File: src/rtl/mips_pkg.sv
// Shared definitions for the 16-bit MIPS-style core: opcodes, instruction
// field positions, reset PC and the fetch FSM state type.
package mips_pkg;

  localparam logic [15:0] RESET_PC = 16'h0000;

  localparam logic [2:0] OP_RTYPE = 3'd0;
  localparam logic [2:0] OP_ADDI  = 3'd1;
  localparam logic [2:0] OP_LW    = 3'd2;
  localparam logic [2:0] OP_SW    = 3'd3;
  localparam logic [2:0] OP_BEQ   = 3'd4;
  localparam logic [2:0] OP_J     = 3'd5;

  localparam int OPC_MSB   = 15;
  localparam int OPC_LSB   = 13;
  localparam int RS_MSB    = 12;
  localparam int RS_LSB    = 10;
  localparam int RT_MSB    = 9;
  localparam int RT_LSB    = 7;
  localparam int RD_MSB    = 6;
  localparam int RD_LSB    = 4;
  localparam int FUNCT_MSB = 3;
  localparam int FUNCT_LSB = 0;
  localparam int IMM7_MSB  = 6;
  localparam int IMM7_LSB  = 0;

  typedef enum logic [1:0] {
    ST_BOOT,
    ST_RUN,
    ST_HOLD
  } fetch_state_e;

endpackage

File: src/rtl/fetch_skid_buffer.sv
// One-entry holding register for an instruction word and its fetch PC that
// arrives while the IF/ID register is stalled.
module fetch_skid_buffer #(
  parameter int DATA_W = 16,
  parameter int ADDR_W = 16
) (
  input  logic              clk,
  input  logic              rst_n,
  input  logic              capture,
  input  logic              release_entry,
  input  logic              clear,
  input  logic [DATA_W-1:0] data_in,
  input  logic [ADDR_W-1:0] pc_in,
  output logic              valid,
  output logic [DATA_W-1:0] data,
  output logic [ADDR_W-1:0] pc
);

  // Clear beats capture so a flush can never leave a wrong-path word behind.
  always_ff @(posedge clk or negedge rst_n) begin
    if (!rst_n) begin
      valid <= 1'b0;
      data  <= '0;
      pc    <= '0;
    end else if (clear) begin
      valid <= 1'b0;
    end else if (capture) begin
      valid <= 1'b1;
      data  <= data_in;
      pc    <= pc_in;
    end else if (release_entry) begin
      valid <= 1'b0;
    end
  end

endmodule

File: src/rtl/fetch_decode_stage.sv
// Instruction fetch and IF/ID register: owns the PC, issues requests to the
// 1-cycle instruction memory, absorbs stalls via a skid entry, squashes on flush.
module fetch_decode_stage #(
  parameter int               ADDR_W   = 16,
  parameter logic [ADDR_W-1:0] RESET_PC = mips_pkg::RESET_PC
) (
  input  logic              clk,
  input  logic              rst_n,
  output logic              imem_req,
  output logic [ADDR_W-1:0] imem_addr,
  input  logic [15:0]       imem_rdata,
  input  logic              stall,
  input  logic              flush,
  input  logic [ADDR_W-1:0] branch_target,
  output logic              id_valid,
  output logic [ADDR_W-1:0] id_pc_plus1,
  output logic [2:0]        id_opcode,
  output logic [2:0]        id_rs,
  output logic [2:0]        id_rt,
  output logic [2:0]        id_rd,
  output logic [3:0]        id_funct,
  output logic [6:0]        id_imm7
);

  import mips_pkg::*;

  fetch_state_e      state_q, state_d;
  logic [ADDR_W-1:0] pc_q;
  logic              inflight_q;
  logic [ADDR_W-1:0] inflight_pc_q;
  logic              skid_valid;
  logic [15:0]       skid_data;
  logic [ADDR_W-1:0] skid_pc;
  logic [15:0]       load_instr;
  logic [ADDR_W-1:0] load_pc;

  always_ff @(posedge clk or negedge rst_n) begin
    if (!rst_n) state_q <= ST_BOOT;
    else        state_q <= state_d;
  end

  always_comb begin
    state_d = state_q;
    unique case (state_q)
      ST_BOOT:         state_d = ST_RUN;
      ST_RUN, ST_HOLD: state_d = (!flush && stall) ? ST_HOLD : ST_RUN;
      default:         state_d = ST_BOOT;
    endcase
  end

  always_comb begin
    imem_req  = (state_q != ST_BOOT) && !stall && !flush;
    imem_addr = pc_q;
  end

  // The PC only advances when a request actually goes out.
  always_ff @(posedge clk or negedge rst_n) begin
    if (!rst_n) begin
      pc_q          <= RESET_PC;
      inflight_q    <= 1'b0;
      inflight_pc_q <= '0;
    end else begin
      if (flush)         pc_q <= branch_target;
      else if (imem_req) pc_q <= pc_q + ADDR_W'(1);
      inflight_q <= imem_req;
      if (imem_req) inflight_pc_q <= pc_q;
    end
  end

  fetch_skid_buffer #(.DATA_W(16), .ADDR_W(ADDR_W)) u_skid (
    .clk           (clk),
    .rst_n         (rst_n),
    .capture       (inflight_q && stall && !flush),
    .release_entry (skid_valid && !stall && !flush),
    .clear         (flush),
    .data_in       (imem_rdata),
    .pc_in         (inflight_pc_q),
    .valid         (skid_valid),
    .data          (skid_data),
    .pc            (skid_pc)
  );

  // A parked skid word is always older than any fresh response.
  always_comb begin
    load_instr = skid_valid ? skid_data : imem_rdata;
    load_pc    = skid_valid ? skid_pc   : inflight_pc_q;
  end

  always_ff @(posedge clk or negedge rst_n) begin
    if (!rst_n) begin
      id_valid    <= 1'b0;
      id_pc_plus1 <= '0;
      id_opcode   <= '0;
      id_rs       <= '0;
      id_rt       <= '0;
      id_rd       <= '0;
      id_funct    <= '0;
      id_imm7     <= '0;
    end else if (flush) begin
      id_valid <= 1'b0;
    end else if (!stall) begin
      if (skid_valid || inflight_q) begin
        id_valid    <= 1'b1;
        id_pc_plus1 <= load_pc + ADDR_W'(1);
        id_opcode   <= load_instr[OPC_MSB:OPC_LSB];
        id_rs       <= load_instr[RS_MSB:RS_LSB];
        id_rt       <= load_instr[RT_MSB:RT_LSB];
        id_rd       <= load_instr[RD_MSB:RD_LSB];
        id_funct    <= load_instr[FUNCT_MSB:FUNCT_LSB];
        id_imm7     <= load_instr[IMM7_MSB:IMM7_LSB];
      end else begin
        id_valid <= 1'b0;
      end
    end
  end

endmodule
File: config.mk
export PLATFORM = sky130hd
export DESIGN_NAME = fetch_decode_stage
export DESIGN_NICKNAME = d
export VERILOG_FILES = /design/src/rtl/mips_pkg.sv /design/src/rtl/fetch_skid_buffer.sv /design/src/rtl/fetch_decode_stage.sv
export SDC_FILE = /design/constraint.sdc
export NUM_CORES = 1
export LEC_CHECK = 0
export CAP_MARGIN = 20
export CORE_MARGIN = 4
export CORE_UTILIZATION = 47
export DETAILED_ROUTE_END_ITERATION = 16
export GPL_TIMING_DRIVEN = 0
export HOLD_SLACK_MARGIN = 0.06
export PLACE_DENSITY_LB_ADDON = 0.12
export SLEW_MARGIN = 40
export SYNTH_ARGS = -nofsm -noshare
export SYNTH_HDL_FRONTEND = slang
export SYNTH_SLANG_ARGS = --single-unit
File: constraint.sdc
create_clock -name clk -period 2.56 [get_ports clk]
set_input_delay 0.512 -clock clk [delete_from_list [all_inputs] [get_ports clk]]
set_output_delay 0.512 -clock clk [all_outputs]
set_load 0.02 [all_outputs]
==> metrics.csv <==
stage;metric;value;unit
run_status;status;completed;
floorplan;Die W;108.4;um
pwr;pwr/cell area;1043;nW/um^2
run;Max-Cap Viols;0;
yosys;Mapped Area;4736;sq um
yosys;Post-synth top cells;101 x dfrtp_1, 62 x nand2_1, 53 x mux2_2;
pwr;Int Power;4158;uW
worst_setup_path;Max stage delay on crit path;0.37;ns
worst_setup_path;arrival time at the worst endpoint;2.56;ns
placed_design;Post-Place Worst Slack;-0.5344;ns
yosys;Top FF cell, synth;dfrtp_1;
worst_setup_path;FF-to-FF path depth;10;
route;Remaining DRCs;0;
timing;minimum clock period;2.333;ns
route;wirelength, routed;9982;um
global_route;initial antenna violation count;0;
yosys;most common cell in the synthesized netlist;dfrtp_1;
pwr;maximum VDD drop;0.4288;mV
yosys;Synth cell types;38;
yosys;Mapped Cells;415;
timing;Hold Violations, Final;0;
floorplan;# rows;36;
worst_setup_path;crit-path cells;buf_4 > buf_4 > buf_6 > mux2_2 > ha_4 > nand4b_1 > a22oi_2 > nand3_1 > xnor2_1 > o21ai_0;
cells_and_area;layout cells sized above 1;17.71;%
yosys;Async SR Flop Fraction;100.0;%
cells_and_area;Synth-to-Final Area Change;29.22;%
clock_network;clock root buffer;clkbuf_8;
timing;FMAX;428.7;MHz
floorplan;I/O pin cnt;93;
timing;Slew Viols, Final;0;
clock_network;H-tree depth;3;
min_path;Hold Crit Class;in2reg;
worst_setup_path;Slowest cell on crit path;dfrtp_1;
pwr;Psw;2224;uW
worst_setup_path;CP most frequent cell;buf_4;
global_route;vias in the first global route;3542;
global_route;first-pass GRT wire length;16990;um
timing;crit share post-route;91.11;%
timing;worst setup margin;0.2275;ns
clock_network;CTS tree;done;
worst_setup_path;CP Class;reg2reg;
placed_design;Port-buffer cells;91;
timing;RSZ-0062 raised after global routing;false;
pwr;Logic pwr share;39.0;%
yosys;Synth warnings;0;
worst_setup_path;crit path to;id_pc_plus1[12];
cells_and_area;post-layout net count;560;
placed_design;Placer Congestion;0.8744;
pwr;Net Sw Frac;34.85;%
timing;Clock Skew;0.01933;ns
clock_network;CTS sink count;101;
worst_setup_path;worst flop-to-flop path startpoint;u_skid.valid;
timing;Worst-Margin Slew;0.8045;ns
pwr;part of the power in registers;43.5;%
route;1st-iter DRT viols;94;
cells_and_area;Antenna Cells;0;
timing;Final setup viols;0;
route;vias;3410;
worst_setup_path;CP endpoint kind;flip-flop;
route;routed len/inst;15.17;um
pwr;clock power share;17.5;%
clock_network;Clock Latency Late Sink;0.37;ns
timing;Slew Limit Headroom;46.36;%
floorplan;Die Area;11750;sq um
route;Vias/cell;5.182;
cells_and_area;Layout fillers;832;
global_route;total grt overflow;0;
floorplan;Initial Util;48.45;%
route;final antenna-violating net count;0;
yosys;top cells by area, synth;dfrtp_1 53%, mux2_2 13%, mux2i_1 5.5%;
yosys;number of synthesized flops with an enable pin;0;
yosys;Synth top area share;53.37;%
worst_setup_path;Reg2Reg Setup Slack;0.23;ns
worst_setup_path;Critical R2R Capture;id_pc_plus1[12];
worst_setup_path;Crit. Startpoint;u_skid.valid;
worst_setup_path;Startpoint Class;flip-flop;
floorplan;core area;9774;sq um
global_route;GRT Resource Usage Total;18.26;%
worst_setup_path;Data required, critical path;2.79;ns
route;Pre-antenna DRT Iters;4;
clock_network;Num CTS Buffers;9;
yosys;dominant cell type by area after synthesis;dfrtp_1;
pwr;Leakage;0.002554;uW
placed_design;HPWL Detailed;7547;um
yosys;Yosys reg bits;101;
pwr;Pwr Total;6382;uW
worst_setup_path;CP Max Fanout;19;
floorplan;Chip Height;108.4;um
yosys;syn_nets;455;
clock_network;CTS Buffer Depth;2;
global_route;largest net degree at the start of global routing;59;
yosys;Post-Syn Area per Cell;11.41;sq um
yosys;sequential area share after synthesis;53.37;%
clock_network;clk slew on worst S/H paths;0.11;ns
## layer usage
metal	share of wire, %	track usage, %	up-vias
met5	0	0	-
met4	2.9	8.566	0
met3	5.2	3.284	23
met2	45	28.51	102
met1	47	24.81	1623
li1	-	-	1662
## cell families (layout without fill, tap and decap cells)
group	Yosys count	in the layout	synth area share [%]
buffers and inverters	32	142	3.540
adders and majority gates	4	4	1.057
xor gates and xnor gates	29	29	5.363
and+or+nand+nor	110	110	11.52
muxes	79	79	18.10
AOI/OAI and AO/OA	60	60	7.054
DFF	101	101	53.37
## timing repair
item                                    4_1_cts  5_1_grt
hold endpoints to repair                     43        0
gates resized for setup                       6        6
hold buffers                                  1        0
cloned                                        0        0
buffers inserted                              1        1
pin swaps                                     3        3
endpoints found under the setup margin        6        5
## how the worst min path moves through the flow
stage                        start             to  slack (ns)  depth (start not counted)
after detailed placement     rst_n       id_rs[1]        0.42                          1
final                        flush  imem_addr[15]        0.48                          2
after floorplan              rst_n    id_funct[0]        0.22                          0
after global placement    id_rs[1]       id_rs[1]        0.46                          2
after CTS                    flush  imem_addr[15]        0.47                          2
after global routing         flush  imem_addr[15]        0.51                          2
## layout make-up
type,count,area [sq um],area share (%)
flip-flops and latches,101,2527,41.30
repair buffers,95,967.2,15.80
clock inverters,6,91.34,1.493
inverters,4,15.01,0.2453
multi-input cells,282,2068,33.80
clock buffers,10,127.6,2.085
well taps,133,166.4,2.719
plain buffers,27,156.4,2.556
## through the flow
step                      setup TNS (ns)  hold WS, ns  utilization [%]  cells  area (sq um)
after floorplan                        0       0.2164                -    415          4736
after global placement           -273.54       0.4608            59.47    639          5813
after detailed placement          -1.852       0.4239            59.81    640          5846
after CTS                              0       0.4689            62.42    658          6101
after global routing                   0       0.5068            62.61    658          6120
final                                  0       0.4822            62.61    658          6120
## power by group through the flow
| stage | combinational (uW) | sequential [uW] | clock, uW |
|---|---|---|---|
| after floorplan | 1160 | 3020 | 0 |
| after global placement | 2410 | 2770 | 0 |
| after detailed placement | 2480 | 2810 | 0 |
| after CTS | 2510 | 2780 | 1140 |
| after global routing | 2700 | 2880 | 1200 |
| final | 2490 | 2780 | 1120 |
## sequential cells by signal, indices dropped and copies added (netlist names)
signal / count
id_rd: 3
id_valid: 1
id_rt: 3
state_q: 2
u_skid.data: 16
inflight_q: 1
id_imm7: 1
inflight_pc_q: 16
imem_addr: 16
id_pc_plus1: 16
id_rs: 3
id_opcode: 3
u_skid.pc: 16
u_skid.valid: 1
id_funct: 3
## cell usage in the layout, fill, tap and decap left out, types with 3 or more instances in the layout
master,instances
clkdlybuf4s50_1,89
inv_1,4
nand4b_1,4
nor2b_1,4
mux2_2,52
xor2_1,15
clkbuf_1,11
buf_4,12
o21ai_0,46
xnor2_1,14
a32o_1,3
nand3_1,11
inv_6,3
clkbuf_8,9
a21oi_1,5
nor2_1,6
nand4_1,8
buf_1,3
dfrtp_1,101
mux2i_1,26
ha_1,3
nand2_1,62
## worst max-delay path: cells and delay by family (launching register included)
family / cells / cell delay, ns
fa+ha+maj: 1 / 0.14
xor+xnor: 1 / 0.19
mux: 1 / 0.28
flops: 1 / 0.37
compound gates: 2 / 0.43
simple gates: 2 / 0.28
buf+inv: 3 / 0.51
(Power assumes the default switching activity.)
